--- src/rtl/alu_mc_if.sv ---
// Handshake and result bundle for the multi-cycle ALU. The master drives
// operations and consumes results; the ALU itself sits on the slave modport.
interface alu_mc_if #(
    parameter int WIDTH = 32
);
    logic             flush;
    logic             in_valid;
    logic             in_ready;
    logic [3:0]       aluop;
    logic [WIDTH-1:0] a;
    logic [WIDTH-1:0] b;
    logic             out_valid;
    logic             out_ready;
    logic [WIDTH-1:0] res_low;
    logic [WIDTH-1:0] res_high;
    logic             zero;
    logic             sign;
    logic             div_by_zero;

    modport master (
        output flush, in_valid, aluop, a, b, out_ready,
        input  in_ready, out_valid, res_low, res_high, zero, sign, div_by_zero
    );

    modport slave (
        input  flush, in_valid, aluop, a, b, out_ready,
        output in_ready, out_valid, res_low, res_high, zero, sign, div_by_zero
    );
endinterface

--- src/rtl/alu_mc.sv ---
// Multi-cycle EX-stage ALU: single-cycle logic/shift ops, iterative shift-add
// multiply and restoring divide. Define ALU_MC_SIGNED_MULDIV_EN for signed mul/div.
module alu_mc #(
    parameter int WIDTH = 32,
    parameter int SHW   = $clog2(WIDTH)
) (
    input  logic    clk,
    input  logic    rst_n,
    alu_mc_if.slave bus
);
    localparam logic [3:0] OP_ADD  = 4'd0;
    localparam logic [3:0] OP_SUB  = 4'd1;
    localparam logic [3:0] OP_MULU = 4'd2;
    localparam logic [3:0] OP_DIVU = 4'd3;
    localparam logic [3:0] OP_AND  = 4'd4;
    localparam logic [3:0] OP_OR   = 4'd5;
    localparam logic [3:0] OP_XOR  = 4'd6;
    localparam logic [3:0] OP_SLL  = 4'd9;
    localparam logic [3:0] OP_SRL  = 4'd10;
    localparam logic [3:0] OP_SRA  = 4'd11;
    localparam logic [3:0] OP_ROTR = 4'd12;
    localparam int         CW      = SHW + 2;
    localparam logic [CW-1:0] CNT_STEPS = CW'(WIDTH);

    typedef enum logic [1:0] {IDLE = 2'd0, RUN = 2'd1, DONE = 2'd2} state_t;

    state_t           state, state_nxt;
    logic             accept, in_ready_c, out_valid_c;
    logic             in_mul, is_mul, is_div, iter_op, last_cycle;
    logic [WIDTH-1:0] a_in, b_in;
    logic [3:0]       op_p0;
    logic [WIDTH-1:0] a_p0, b_p0;
    logic [WIDTH-1:0] hi_p1, lo_p1;
    logic [CW-1:0]    count_p1;
    logic [WIDTH:0]   mul_sum, div_shift;
    logic [WIDTH-1:0] div_diff;
    logic             div_ge;
    logic [SHW-1:0]   sh;
    logic [WIDTH-1:0] alu_res;
    logic [WIDTH-1:0] res_low, res_high;
    logic             dbz;

`ifdef ALU_MC_SIGNED_MULDIV_EN
    localparam logic [3:0]    OP_MUL  = 4'd7;
    localparam logic [3:0]    OP_DIV  = 4'd8;
    localparam logic [CW-1:0] CNT_FIX = CW'(WIDTH + 1);

    logic               in_signed, is_signed, neg_a_p0, neg_b_p0;
    logic [2*WIDTH-1:0] prod_fix;
    logic [WIDTH-1:0]   quo_fix, rem_fix;

    function automatic logic [WIDTH-1:0] cond_neg(input logic signed [WIDTH-1:0] x,
                                                  input logic neg);
        return neg ? -x : x;
    endfunction

    function automatic logic [2*WIDTH-1:0] cond_neg2(input logic signed [2*WIDTH-1:0] x,
                                                     input logic neg);
        return neg ? -x : x;
    endfunction

    function automatic logic [WIDTH-1:0] magnitude(input logic signed [WIDTH-1:0] x);
        return cond_neg(x, x[WIDTH-1]);
    endfunction

    assign in_signed  = (bus.aluop == OP_MUL) || (bus.aluop == OP_DIV);
    assign is_signed  = (op_p0 == OP_MUL) || (op_p0 == OP_DIV);
    assign in_mul     = (bus.aluop == OP_MULU) || (bus.aluop == OP_MUL);
    assign is_mul     = (op_p0 == OP_MULU) || (op_p0 == OP_MUL);
    assign is_div     = (op_p0 == OP_DIVU) || (op_p0 == OP_DIV);
    assign a_in       = in_signed ? magnitude(bus.a) : bus.a;
    assign b_in       = in_signed ? magnitude(bus.b) : bus.b;
    assign last_cycle = !iter_op || (count_p1 == (is_signed ? CNT_FIX : CNT_STEPS));

    // Divide-by-zero keeps the all-ones quotient; the remainder |a| regains a's sign.
    assign prod_fix = cond_neg2({hi_p1, lo_p1}, neg_a_p0 ^ neg_b_p0);
    assign quo_fix  = (b_p0 == '0) ? lo_p1 : cond_neg(lo_p1, neg_a_p0 ^ neg_b_p0);
    assign rem_fix  = cond_neg(hi_p1, neg_a_p0);
`else
    assign in_mul     = (bus.aluop == OP_MULU);
    assign is_mul     = (op_p0 == OP_MULU);
    assign is_div     = (op_p0 == OP_DIVU);
    assign a_in       = bus.a;
    assign b_in       = bus.b;
    assign last_cycle = !iter_op || (count_p1 == CNT_STEPS);
`endif

    assign iter_op = is_mul || is_div;

    always_ff @(posedge clk or negedge rst_n) begin
        if (!rst_n) state <= IDLE;
        else        state <= state_nxt;
    end

    always_comb begin
        state_nxt   = state;
        in_ready_c  = 1'b0;
        out_valid_c = 1'b0;
        accept      = 1'b0;
        case (state)
            IDLE: begin
                in_ready_c = 1'b1;
                if (bus.in_valid && !bus.flush) begin
                    accept    = 1'b1;
                    state_nxt = RUN;
                end
            end
            RUN:  if (last_cycle) state_nxt = DONE;
            DONE: begin
                out_valid_c = 1'b1;
                if (bus.out_ready) state_nxt = IDLE;
            end
            default: state_nxt = IDLE;
        endcase
        if (bus.flush) state_nxt = IDLE;
    end

    assign sh        = b_p0[SHW-1:0];
    assign mul_sum   = {1'b0, hi_p1} + (lo_p1[0] ? {1'b0, a_p0} : '0);
    assign div_shift = {hi_p1, lo_p1[WIDTH-1]};
    assign div_ge    = div_shift >= {1'b0, b_p0};
    assign div_diff  = div_shift[WIDTH-1:0] - b_p0;

    always_comb begin
        alu_res = '0;
        case (op_p0)
            OP_ADD:  alu_res = a_p0 + b_p0;
            OP_SUB:  alu_res = a_p0 - b_p0;
            OP_AND:  alu_res = a_p0 & b_p0;
            OP_OR:   alu_res = a_p0 | b_p0;
            OP_XOR:  alu_res = a_p0 ^ b_p0;
            OP_SLL:  alu_res = a_p0 << sh;
            OP_SRL:  alu_res = a_p0 >> sh;
            OP_SRA:  alu_res = $signed(a_p0) >>> sh;
            OP_ROTR: alu_res = (a_p0 >> sh) | (a_p0 << (WIDTH - int'(sh)));
            default: alu_res = '0;
        endcase
    end

    // p0: operands latched on accept; p1: iterative hi/lo datapath.
    always_ff @(posedge clk) begin
        if (accept) begin
            op_p0    <= bus.aluop;
            a_p0     <= a_in;
            b_p0     <= b_in;
`ifdef ALU_MC_SIGNED_MULDIV_EN
            neg_a_p0 <= in_signed && bus.a[WIDTH-1];
            neg_b_p0 <= in_signed && bus.b[WIDTH-1];
`endif
            hi_p1    <= '0;
            lo_p1    <= in_mul ? b_in : a_in;
            count_p1 <= '0;
        end else if (state == RUN && iter_op) begin
            if (count_p1 < CNT_STEPS) begin
                count_p1 <= count_p1 + CW'(1);
                if (is_mul) begin
                    hi_p1 <= mul_sum[WIDTH:1];
                    lo_p1 <= {mul_sum[0], lo_p1[WIDTH-1:1]};
                end else begin
                    hi_p1 <= div_ge ? div_diff : div_shift[WIDTH-1:0];
                    lo_p1 <= {lo_p1[WIDTH-2:0], div_ge};
                end
            end
`ifdef ALU_MC_SIGNED_MULDIV_EN
            else if (is_signed && count_p1 == CNT_STEPS) begin
                count_p1 <= count_p1 + CW'(1);
                if (is_mul) begin
                    {hi_p1, lo_p1} <= prod_fix;
                end else begin
                    hi_p1 <= rem_fix;
                    lo_p1 <= quo_fix;
                end
            end
`endif
        end
    end

    // Result registers: written on entry to DONE, held until the next operation.
    always_ff @(posedge clk or negedge rst_n) begin
        if (!rst_n) begin
            res_low  <= '0;
            res_high <= '0;
            dbz      <= 1'b0;
        end else if (bus.flush) begin
            dbz <= 1'b0;
        end else if (state == RUN && last_cycle) begin
            res_low  <= iter_op ? lo_p1 : alu_res;
            res_high <= iter_op ? hi_p1 : '0;
            dbz      <= is_div && (b_p0 == '0);
        end else if (state == DONE && bus.out_ready) begin
            dbz <= 1'b0;
        end
    end

    assign bus.in_ready    = in_ready_c;
    assign bus.out_valid   = out_valid_c;
    assign bus.res_low     = res_low;
    assign bus.res_high    = res_high;
    assign bus.zero        = out_valid_c && (res_low == '0);
    assign bus.sign        = out_valid_c && res_low[WIDTH-1];
    assign bus.div_by_zero = dbz;
endmodule

--- src/flat_wrapper.sv ---
// flat-port wrapper written by rule: the top's interface ports become plain ports
module alu_mc_flat 
#(
    parameter int WIDTH = 32,
    parameter int SHW   = $clog2(WIDTH)
)
  (clk, rst_n, bus_flush, bus_in_valid, bus_aluop, bus_a, bus_b, bus_out_ready, bus_in_ready, bus_out_valid, bus_res_low, bus_res_high, bus_zero, bus_sign, bus_div_by_zero);
  alu_mc_if #(.WIDTH(WIDTH)) bus_i ();
  input  logic clk;
  input  logic rst_n;
  input wire logic [$bits(bus_i.flush)-1:0] bus_flush;
  input wire logic [$bits(bus_i.in_valid)-1:0] bus_in_valid;
  input wire logic [$bits(bus_i.aluop)-1:0] bus_aluop;
  input wire logic [$bits(bus_i.a)-1:0] bus_a;
  input wire logic [$bits(bus_i.b)-1:0] bus_b;
  input wire logic [$bits(bus_i.out_ready)-1:0] bus_out_ready;
  output wire logic [$bits(bus_i.in_ready)-1:0] bus_in_ready;
  output wire logic [$bits(bus_i.out_valid)-1:0] bus_out_valid;
  output wire logic [$bits(bus_i.res_low)-1:0] bus_res_low;
  output wire logic [$bits(bus_i.res_high)-1:0] bus_res_high;
  output wire logic [$bits(bus_i.zero)-1:0] bus_zero;
  output wire logic [$bits(bus_i.sign)-1:0] bus_sign;
  output wire logic [$bits(bus_i.div_by_zero)-1:0] bus_div_by_zero;
  assign bus_i.flush = bus_flush;
  assign bus_i.in_valid = bus_in_valid;
  assign bus_i.aluop = bus_aluop;
  assign bus_i.a = bus_a;
  assign bus_i.b = bus_b;
  assign bus_i.out_ready = bus_out_ready;
  assign bus_in_ready = bus_i.in_ready;
  assign bus_out_valid = bus_i.out_valid;
  assign bus_res_low = bus_i.res_low;
  assign bus_res_high = bus_i.res_high;
  assign bus_zero = bus_i.zero;
  assign bus_sign = bus_i.sign;
  assign bus_div_by_zero = bus_i.div_by_zero;
  alu_mc #(.WIDTH(WIDTH), .SHW(SHW)) u_core (.clk(clk), .rst_n(rst_n), .bus(bus_i));
endmodule
--- config.mk ---
export PLATFORM = sky130hd
export DESIGN_NAME = alu_mc_flat
export DESIGN_NICKNAME = d
export VERILOG_FILES = /design/src/rtl/alu_mc_if.sv /design/src/rtl/alu_mc.sv /design/src/flat_wrapper.sv
export SDC_FILE = /design/constraint.sdc
export NUM_CORES = 1
export LEC_CHECK = 0
export BUFFER_PORTS_ARGS = -buffer_cell sky130_fd_sc_hd__buf_2
export CAP_MARGIN = 20
export CELL_PAD_IN_SITES_DETAIL_PLACEMENT = 1
export CELL_PAD_IN_SITES_GLOBAL_PLACEMENT = 1
export CORE_ASPECT_RATIO = 0.7
export CORE_MARGIN = 4
export CORE_UTILIZATION = 45
export DETAILED_ROUTE_END_ITERATION = 10
export PLACE_DENSITY_LB_ADDON = 0.3
export SYNTH_ARGS = -nofsm -noshare
export SYNTH_HDL_FRONTEND = slang
export SYNTH_SLANG_ARGS = --single-unit
--- constraint.sdc ---
create_clock -name clk -period 7.39 [get_ports clk]
set_clock_uncertainty 0.1 [all_clocks]
set_input_delay 0.3695 -clock clk [delete_from_list [all_inputs] [get_ports clk]]
set_output_delay 0.3695 -clock clk [all_outputs]
set_load 0.005 [all_outputs]
### Word-level counts from Yosys, hierarchy flattened

Cells that the tools add are included.

| word-level totals | value |
|---|---|
| register bits after elaboration | 206 |
| latch bits | 0 |
| bits in writable memories | 0 |
| memory bits (read-only) | 0 |
| input bits | 73 |
| output and inout bits | 69 |
| word-level logic and storage cells | 89 |
| memories | 0 |

| operators by class | value |
|---|---|
| add/subtract/negate cells | 6 |
| multiply operators | 0 |
| divide/modulo/power cells | 0 |
| magnitude comparators | 2 |
| equality and inequality tests | 17 |
| shift operators | 4 |
| mux-type cells | 23 |
| bitwise operators | 5 |
| reduce and logical (&&, ||, !) cells | 22 |

Operator list:

| operator | number |
|---|---|
| 32-bit 2-to-1 mux | 10 |
| 32-bit case mux with 9 select lines | 1 |
| 32-bit logical NOT | 2 |
| 32-bit bitwise OR | 2 |
| 32-bit subtractor | 2 |
| 32-bit by 33-bit adder with 33-bit output | 1 |
| 33-bit by 32-bit >= comparator with 1-bit output | 1 |
| 32-bit adder | 1 |
| 32-bit bitwise AND | 1 |
| 32-bit by 32-bit left shift with 32-bit output | 1 |
| 32-bit by 5-bit left shift with 32-bit output | 1 |
| 32-bit by 5-bit >> shifter with 32-bit output | 1 |
| 32-bit by 5-bit >>> shifter with 32-bit output | 1 |
| 32-bit bitwise XOR | 1 |
| 4-bit == test (second input constant) | 4 |
| 4-bit by 2-bit == test with 1-bit output (second input constant) | 3 |
| 4-bit by 3-bit == test with 1-bit output (second input constant) | 3 |
| 2-bit 2-to-1 mux | 4 |
| 7-bit by 1-bit adder with 7-bit output (second input constant) | 1 |
| 7-bit by 6-bit == test with 1-bit output (second input constant) | 1 |
| 1-bit logical AND | 7 |
| 7-bit by 6-bit less-than comparator with 1-bit output (second input constant) | 1 |
| 1-bit 2-to-1 mux | 7 |
| 6-bit by 5-bit subtractor with 7-bit output (first input constant) | 1 |
| 15 further kinds | 21 |

### Logic depth before layout (Yosys ltp)

Gate-level depths: netlist of run 1.

| logic depth | value |
|---|---|
| depth in word-level cells | 7 |
| gate-level depth with buffers | 22 |
| gate-level depth less buffers | 18 |

### Worst setup path before layout of run 1

OpenSTA, ideal clock, no wires.

| timing | value |
|---|---|
| path type | flip-flop to flip-flop |
| from | register u_core.b_p0[0] |
| to | register u_core.res_low[29], in the netlist u_core.bus.res_low[29] |
| setup time | 126 ps |
| arrival | 5253 ps |
| required time | 7164 ps |
| setup slack | 1911 ps |
| stages on the path, launching flop included | 23 |
| buffers on the path | 4 |
| clock period less this slack | 5479 ps |
| path through | edfxtp_1 -> buf_2 -> buf_2 -> inv_2 -> buf_1 -> ha_1 -> or3b_1 -> clkbuf_1 -> or3_4 -> nand2b_4 -> or3_4 -> o21ai_0 -> xnor2_1 -> ha_1 -> a21oi_1 -> o21ai_0 -> a31o_2 -> a31oi_1 -> nand2_1 -> o21ai_0 -> xor2_1 -> nor2_1 -> o32a_1 |

| on the way | value |
|---|---|
| word-level cells in the longest chain between the ends | 5 |

RTL lines:

| what | RTL line | RTL |
|---|---|---|
| start, declared | alu_mc.sv:32 | `logic [WIDTH-1:0] a_p0, b_p0;` |
| start signal, assigned | alu_mc.sv:145 | `b_p0 <= b_in;` |
| 6-bit by 5-bit subtractor with 7-bit output | alu_mc.sv:135 | `OP_ROTR: alu_res = (a_p0 >> sh) \| (a_p0 << (WIDTH - int'(sh)));` |
| 32-bit by 32-bit left shift with 32-bit output | alu_mc.sv:135 |  |
| 32-bit bitwise OR | alu_mc.sv:135 |  |
| 32-bit case mux with 9 select lines (*) | alu_mc.sv:126 | `case (op_p0)` |
| 32-bit 2-to-1 mux (*) | alu_mc.sv:187 | `res_low <= iter_op ? lo_p1 : alu_res;` |
| end signal, assigned | alu_mc.sv:187 |  |
| end, declared | alu_mc.sv:40 | `logic [WIDTH-1:0] res_low, res_high;` |

Every way passes the cells marked *; elsewhere a longest branch is shown, timed or not.
A chain may end at the register's enable or synchronous reset.

### Final worst setup path of run 1

| timing | value |
|---|---|
| from | register u_core.b_p0[1] |
| to | register u_core.res_low[29], in the netlist u_core.bus.res_low[29] |

Same word-level chain as after synthesis.

==> reports/results.tsv, run 1 <==
stage	metric	value	unit
synthesis	syn nets	2926	
grt	GRT Overall Usage	43.9	%
final_layout	fraction of layout cells with a size suffix above 1	11.8	%
die	Initial Util	45.4	%
critical_path	CP cell instances	buf_4 > inv_2 > ha_1 > or3b_1 > or3_4 > nand2b_4 > or3_4 > o21ai_0 > xnor2_1 > ha_1 > a21oi_1 > o21ai_0 > a31o_2 > a31oi_1 > nand2_1 > o21ai_0 > xor2_1 > nor2_1 > o32a_1	
final_layout	NumNets Final	3052	
synthesis	post-synthesis sequential area ratio	25.9	%
final_layout	Non-Filler Instances	3445	
sta	unrepaired setup endpoints after global routing	false	
cts	CTS sink cnt	206	
synthesis	area leader, netlist	edfxtp_1	
sta	Rel. slew slack	16.4	%
die	Die Y	189	um
synthesis	Commonest cells post-synth	370 x nand2_1, 257 x nor2_1, 235 x o21ai_0	
grt	first-pass GRT wire length	166	mm
final_layout	Final Cell Area	24000	sq um
critical_path	Critical Path RT	7.73	ns
die	row cnt	66	
critical_path	kind of cell adding the most delay to the critical path	compound AO/OA/AOI/OAI gates	
detailed_routing	TritonRoute pass-1 iters	6	
cts	Root Buffer	clkbuf_16	
sta	Final Cycle Share	80.5	%
power_and_ir_drop	Peak VDD IR	0.207	mV
cts	CTS tree	yes	
placement	DP HPWL	84.4	mm
placement	gpl congestion	1.11	
grt	pin count of the biggest net entering global routing	82	
final_layout	P&R area growth vs syn	13.9	%
synthesis	dominant cells by area after synthesis	edfxtp_1 14%, ha_1 9.7%, dfrtp_1 8.0%	
cts	Num CTS Buffers	24	
power_and_ir_drop	PwrDens	172	nW/um^2
die	core area	46400	sq um
synthesis	Yosys cell types	82	
run_status	status	completed	
synthesis	Syn Inst Count	2687	
min_path	Hold Path Class	input port to async pin	
detailed_routing	initial DRC count	3643	
critical_path	slowest CP cell	or3b_1	
synthesis	warnings from Yosys	0	
synthesis	most common cell in the netlist	nand2_1	
detailed_routing	Via Count	24300	
grt	vias in the first global route	23900	
die	Die X	267	um
detailed_routing	wire per inst	33.3	um
final_layout	fin util	51.7	%
critical_path	crit path max fanout	30	
placement	# port buffers	141	
cts	post-CTS setup repair buffer count	0	
synthesis	post-synthesis adder-cell area fraction	9.96	%
synthesis	main combinational cell family by area after synthesis	compound AO/OA/AOI/OAI gates	
critical_path	r2r startpoint	u_core.b_p0[1]	
sta	final hold vios	0	
sta	count of pins over their slew limit	0	
cts	Clk pin slew, worst setup/hold paths	0.07	ns
cts	depth of the CTS H-tree	1	
critical_path	CP bufs+invs	2	
synthesis	Top FF cell, synth	edfxtp_1	
synthesis	Yosys reg bits	206	
critical_path	R2R Setup Slk	1.44	ns
sta	Sum Neg Setup Slack	0	ns
sta	final setup violation count	0	
cts	worst skew pair latency	0.56	ns
detailed_routing	Detail Route Antenna Nets	0	
grt	Remaining Overflow, GRT	0	
detailed_routing	via density per instance	7.04	
grt	initial antenna violation count	5	
synthesis	mux share of post-synthesis cell area	8.17	%
synthesis	ys async rst share	32.5	%
die	num ports	142	
job	max-cap viol count	0	
detailed_routing	final WL	115	mm
critical_path	CP Depth	19	
sta	worst-margin pin slew	1.24	ns
power_and_ir_drop	Leak	9.91	nW
critical_path	CP Capture Type	flop	
critical_path	Crit Reg-Reg Endpoint	u_core.bus.res_low[29]	
sta	maximum achievable frequency	168	MHz
synthesis	mapped cell area	21100	sq um
synthesis	Synth Area in Compound Gates	26.6	%
placement	Placed Area	22400	sq um
synthesis	Synth top area share	14.2	%
synthesis	Post-synth EDFFs	100	
critical_path	slowest stage delay, CP	0.52	ns
synthesis	Mean Syn Cell Area	7.85	sq um
critical_path	Top cell by count, worst path	o21ai_0	
critical_path	r2r worst-path depth	19	
detailed_routing	DRC viols	0	
critical_path	critical setup path kind	flop to flop	
cts	Clock Path Buffers	3	
critical_path	crit path DAT	6.29	ns
synthesis	simple-gate share of the synthesized area	19.5	%
placement	Placed Cells	3323	
die	die area	50400	sq um
critical_path	crit path launch type	flop	
sta	post-layout min period	5.95	ns
synthesis	XOR/XNOR Fraction of Synth Area	4.69	%
[where the power goes]
| group | switching [mW] | internal (mW) |
|---|---|---|
| clock | 0.566 | 0.725 |
| sequential | 0.174 | 1.32 |
| combinational | 0.876 | 0.475 |
| total | 1.62 | 2.52 |
[cells by family after synthesis]
logic type / after synthesis
xor+xnor: 113
flops: 206
compound gates: 878
mux: 134
buf+inv: 285
fa+ha+maj: 166
simple gates: 905
[cell type report]
class | count | area (sq um)
fillers | 5630 | 22400
multi-input cells | 2196 | 14600
flip-flops and latches | 206 | 5460
repair buffers | 280 | 1950
well taps | 612 | 766
clock buffers | 30 | 644
inverters | 105 | 395
clock inverters | 14 | 151
diodes | 2 | 5.00
[worst reg2reg max path, cell delays in order (launching register included)]
cell	delay (ns)
edfxtp_1	0.38
buf_4	0.27
inv_2	0.42
ha_1	0.40
or3b_1	0.52
or3_4	0.43
nand2b_4	0.17
or3_4	0.41
o21ai_0	0.25
xnor2_1	0.16
ha_1	0.32
a21oi_1	0.42
o21ai_0	0.18
a31o_2	0.28
a31oi_1	0.25
nand2_1	0.08
o21ai_0	0.19
xor2_1	0.18
nor2_1	0.07
o32a_1	0.36
[registers in the layout, summed over array words and instances (netlist names)]
register and flops:
u_core.a_p0 32, u_core.b_p0 32, u_core.bus.div_by_zero 1, u_core.bus.res_high 32, u_core.bus.res_low 32, u_core.count_p1 7, u_core.hi_p1 32, u_core.lo_p1 32
u_core.op_p0 4, u_core.state 2
[worst max path at each step]
stage | from | end | slack [ns]
final | u_core.b_p0[1] | u_core.bus.res_low[29] | 1.44
after CTS | u_core.b_p0[1] | u_core.bus.res_low[29] | 1.61
after floorplan | u_core.b_p0[0] | u_core.bus.res_low[29] | 1.91
after detailed placement | u_core.b_p0[1] | u_core.bus.res_low[29] | 1.61
after global routing | u_core.b_p0[1] | u_core.bus.res_low[29] | 1.18
after global placement | u_core.b_p0[1] | u_core.bus.res_low[29] | 1.70
[layer usage]
| layer | wire, um | vias to the layer above | track usage, % |
|---|---|---|---|
| met5 | 191 | - | 0 |
| met4 | 4150 | 4 | 12.0 |
| met3 | 16400 | 289 | 17.5 |
| met2 | 45700 | 1712 | 62.2 |
| met1 | 48300 | 12100 | 62.0 |
| li1 | - | 10200 | - |
[metrics by stage]
step	worst slack, ns	total power [mW]	hold WS (ns)
detailed placement	1.61	2.73	0.104
CTS	1.61	4.03	0.0732
finish	1.44	4.13	0.105
floorplan	1.91	2.18	-0.0261
global placement	1.70	2.69	0.0933
global route	1.18	4.25	0.0977
[what timing repair did]
item                                   in CTS  in global routing
resized for setup                           0                  0
endpoints found under the hold margin      79                  0
hold buffers                               72                  0
[placed cells by master (no fill, tap or decap), types with 33 or more instances in the layout]
master         instances
a211oi_1              73
a21o_1                33
a21oi_1              197
a221oi_1              44
a31oi_1               71
and2_1                39
buf_2                140
buf_4                 64
dfrtp_1               67
dfxtp_1               39
dlygate4sd3_1         72
edfxtp_1             100
ha_1                 163
inv_1                100
mux2i_1               82
nand2_1              370
nand3_1               43
nor2_1               255
nor2b_1               45
o21ai_0              235
xnor2_1               68
xor2_1                43
(Power assumes the default switching activity.)
==> inputs of run 2 (changes only) <==
--- a/config.mk
+++ b/config.mk
@@ -5,13 +5,14 @@
 export SDC_FILE = /design/constraint.sdc
 export NUM_CORES = 1
 export LEC_CHECK = 0
+export ABC_AREA = 1
 export BUFFER_PORTS_ARGS = -buffer_cell sky130_fd_sc_hd__buf_2
 export CAP_MARGIN = 20
 export CELL_PAD_IN_SITES_DETAIL_PLACEMENT = 1
 export CELL_PAD_IN_SITES_GLOBAL_PLACEMENT = 1
 export CORE_ASPECT_RATIO = 0.7
 export CORE_MARGIN = 4
-export CORE_UTILIZATION = 45
+export CORE_UTILIZATION = 40
 export DETAILED_ROUTE_END_ITERATION = 10
 export PLACE_DENSITY_LB_ADDON = 0.3
 export SYNTH_ARGS = -nofsm -noshare
==> constraint.sdc (replaced) <==
create_clock -name clk -period 5.3 [get_ports clk]
set_clock_uncertainty 0.1 [all_clocks]
set_input_delay 0.265 -clock clk [delete_from_list [all_inputs] [get_ports clk]]
set_output_delay 0.265 -clock clk [all_outputs]
set_load 0.005 [all_outputs]
==> run 2 against run 1 <==
Compared with the run above:
- first-iteration DRC count is 13% higher
- final area is 13% higher
- synthesized cell count is 52% higher
- core utilization is 6.6 points lower
- critical path type unchanged
==> reports/results.tsv, run 2 <==
stage	metric	value	unit	change
grt	pin count of the biggest net entering global routing	85		+3.7%
synthesis	Yosys reg bits	206		unchanged
cts	CTS tree	yes		
die	Die Y	214	um	+13%
final_layout	NumNets Final	4451		+46%
power_and_ir_drop	Leak	14.0	nW	+42%
critical_path	Top cell by count, worst path	nand2_1		
cts	depth of the CTS H-tree	1		unchanged
final_layout	P&R area growth vs syn	11.6	%	
synthesis	area leader, netlist	nand2_1		
sta	count of pins over their slew limit	0		unchanged
cts	post-CTS setup repair buffer count	0		unchanged
grt	vias in the first global route	28100		+18%
synthesis	Commonest cells post-synth	1,298 x nand2_1, 574 x nand3_1, 525 x inv_1		
job	max-cap viol count	0		unchanged
critical_path	slowest stage delay, CP	0.45	ns	-0.07 ns
grt	GRT Overall Usage	40.8	%	-3.2 points
synthesis	ys async rst share	32.5	%	unchanged
final_layout	most frequent cells in the layout	1,296 x nand2_1, 573 x nand3_1, 525 x inv_1		
die	core area	60100	sq um	+29%
cts	Clk pin slew, worst setup/hold paths	0.07	ns	about the same
synthesis	Synth top area share	20.1	%	+5.8 points
detailed_routing	DRC viols	0		unchanged
critical_path	crit path launch type	flop		
detailed_routing	wire per inst	27.1	um	-19%
sta	Sum Neg Setup Slack	0	ns	unchanged
power_and_ir_drop	total power	5.98	mW	+45%
critical_path	CP Capture Type	flop		
grt	Remaining Overflow, GRT	0		unchanged
min_path	Hold Path Class	input port to flop		
synthesis	syn nets	4324		+48%
sta	Rel. slew slack	20.3	%	+3.9 points
synthesis	warnings from Yosys	0		unchanged
critical_path	CP cell instances	inv_6 > ha_1 > nand4_4 > nor2_2 > nand2_1 > nor2_2 > nand3_1 > o21ai_1 > nand2_1 > xor2_1 > ha_1 > nand2_1 > nor2_1 > nand2_1 > nor3_1 > nand2_1 > nand2_1 > nand2_1 > nand3_1 > nand3_1 > nor2_1 > nor2_1		
synthesis	post-synthesis sequential area ratio	22.5	%	-3.4 points
synthesis	Yosys cell types	61		-26%
placement	# port buffers	141		unchanged
critical_path	critical setup path kind	flop to flop		
power_and_ir_drop	Peak VDD IR	0.231	mV	+11%
cts	Root Buffer	clkbuf_16		
placement	gpl congestion	1.05		-5.7%
detailed_routing	final WL	137	mm	+19%
synthesis	Syn Inst Count	4085		+52%
die	Die X	303	um	+13%
detailed_routing	Via Count	30300		+25%
cts	Clock Path Buffers	3		unchanged
final_layout	commonest non-fill, non-tap cell in the layout	nand2_1		
critical_path	crit path max fanout	36		+20%
final_layout	fin util	45.2	%	-6.6 points
die	row cnt	75		+14%
critical_path	Critical Path RT	5.69	ns	-2.04 ns
synthesis	Post-synth EDFFs	100		unchanged
power_and_ir_drop	PwrDens	221	nW/um^2	+28%
final_layout	fraction of layout cells with a size suffix above 1	7.75	%	-4.1 points
die	Initial Util	40.5	%	-5.0 points
run_status	status	completed		
synthesis	Mean Syn Cell Area	5.95	sq um	-24%
detailed_routing	via density per instance	6.01		-15%
synthesis	dominant cells by area after synthesis	nand2_1 20%, edfxtp_1 12%, nand3_1 12%		
grt	first-pass GRT wire length	197	mm	+19%
synthesis	most common cell in the netlist	nand2_1		
sta	final setup violation count	0		unchanged
sta	final hold vios	0		unchanged
placement	DP HPWL	106	mm	+26%
critical_path	crit path DAT	5.00	ns	-1.29 ns
detailed_routing	TritonRoute pass-1 iters	6		unchanged
sta	maximum achievable frequency	217	MHz	+29%
sta	worst-margin pin slew	1.20	ns	-0.0467 ns
cts	CTS sink cnt	206		unchanged
synthesis	Top FF cell, synth	edfxtp_1		
die	die area	64800	sq um	+28%
synthesis	mapped cell area	24300	sq um	+15%
critical_path	slowest CP cell	edfxtp_1		
die	num ports	142		unchanged
detailed_routing	initial DRC count	4111		+13%
sta	unrepaired setup endpoints after global routing	false		
grt	initial antenna violation count	7		+2
detailed_routing	Detail Route Antenna Nets	0		unchanged
cts	Num CTS Buffers	24		unchanged
sta	post-layout min period	4.61	ns	-1.34 ns
sta	Final Cycle Share	87.0	%	+6.4 points
cts	worst skew pair latency	0.61	ns	+0.05 ns
==> run 2: changes by cell type in the layout (fill, tap and decap cells not counted), moves of 65 or more <==
| cell | before | now |
|---|---|---|
| mux2i_1 | 82 | 0 |
| a31oi_1 | 71 | 3 |
| xnor2_1 | 68 | 3 |
| nand2_1 | 370 | 1296 |
| nand3_1 | 43 | 573 |
| nor2_1 | 255 | 355 |
| a211oi_1 | 73 | 5 |
| inv_1 | 100 | 525 |
==> run 2: area by class of cell <==
type | count | area (sq um)
clock inverters | 7 | 68.8
flip-flops and latches | 206 | 5460
diodes | 3 | 7.51
inverters | 551 | 2090
fillers | 8333 | 32900
clock buffers | 37 | 736
repair buffers | 255 | 1760
well taps | 808 | 1010
multi-input cells | 3174 | 16000
==> run 2: routing by layer <==
metal	vias to the layer above	global-route usage, %	routed length [um]
met3	219	12.6	18600
met5	-	0	96
met1	14600	62.9	62100
li1	13600	-	-
met2	1834	53.8	51500
met4	8	10.6	4490
==> run 2: logic make-up after synthesis <==
family                   synth area share [%]
AO/OA/AOI/OAI                            12.3
buffers and inverters                    11.9
flip-flops                               22.5
adder cells (fa/ha/maj)                  8.64
AND/OR/NAND/NOR                          43.1
XOR/XNOR                                 1.62
==> run 2: critical path: cells and delay by family (launching register included) <==
kind / cells / cell delay [ns]
AOI/OAI and AO/OA: 1 / 0.25
adders and majority gates: 2 / 0.74
buffers and inverters: 1 / 0.34
and+or+nand+nor: 17 / 2.47
DFF: 1 / 0.45
xor gates and xnor gates: 1 / 0.16
==> run 2: worst paths after layout <==
kind                                    startpoint                endpoint  slack, ns  cells past startpoint
worst max-delay path                u_core.b_p0[0]  u_core.bus.res_low[29]       0.69                     22
worst min-delay path                  bus_in_valid         u_core.state[0]       0.06                      4
worst max register to register      u_core.b_p0[0]  u_core.bus.res_low[29]       0.69                     22
worst min register to register  u_core.count_p1[6]      u_core.count_p1[6]       0.38                      2
max in group asynchronous                    rst_n  u_core.bus.res_high[6]       4.25                      3
min in group asynchronous                    rst_n  u_core.bus.res_low[20]       0.13                      2
==> run 2: stage by stage <==
step / setup WS, ns / hold slack, ns / area (sq um) / cells
detailed placement: 0.926 / 0.359 / 25600 / 4921
CTS: 0.927 / 0.0205 / 27100 / 5037
global route: 0.450 / 0.0596 / 27100 / 5039
global placement: 1.07 / 0.359 / 25600 / 4921
finish: 0.690 / 0.0638 / 27100 / 5041
floorplan: 1.65 / -0.131 / 24300 / 4085
==> run 2: repair_timing <==
action	4_1_cts	5_1_grt
hold buffers	72	0
endpoints found under the hold margin	157	0
setup endpoints to repair	0	0
gates resized for setup	0	0
==> run 2: power by group <==
group	total, mW	internal, mW	switching, mW
Combinational	2.12	0.640	1.48
Clock	1.78	0.966	0.818
Sequential	2.08	1.84	0.241
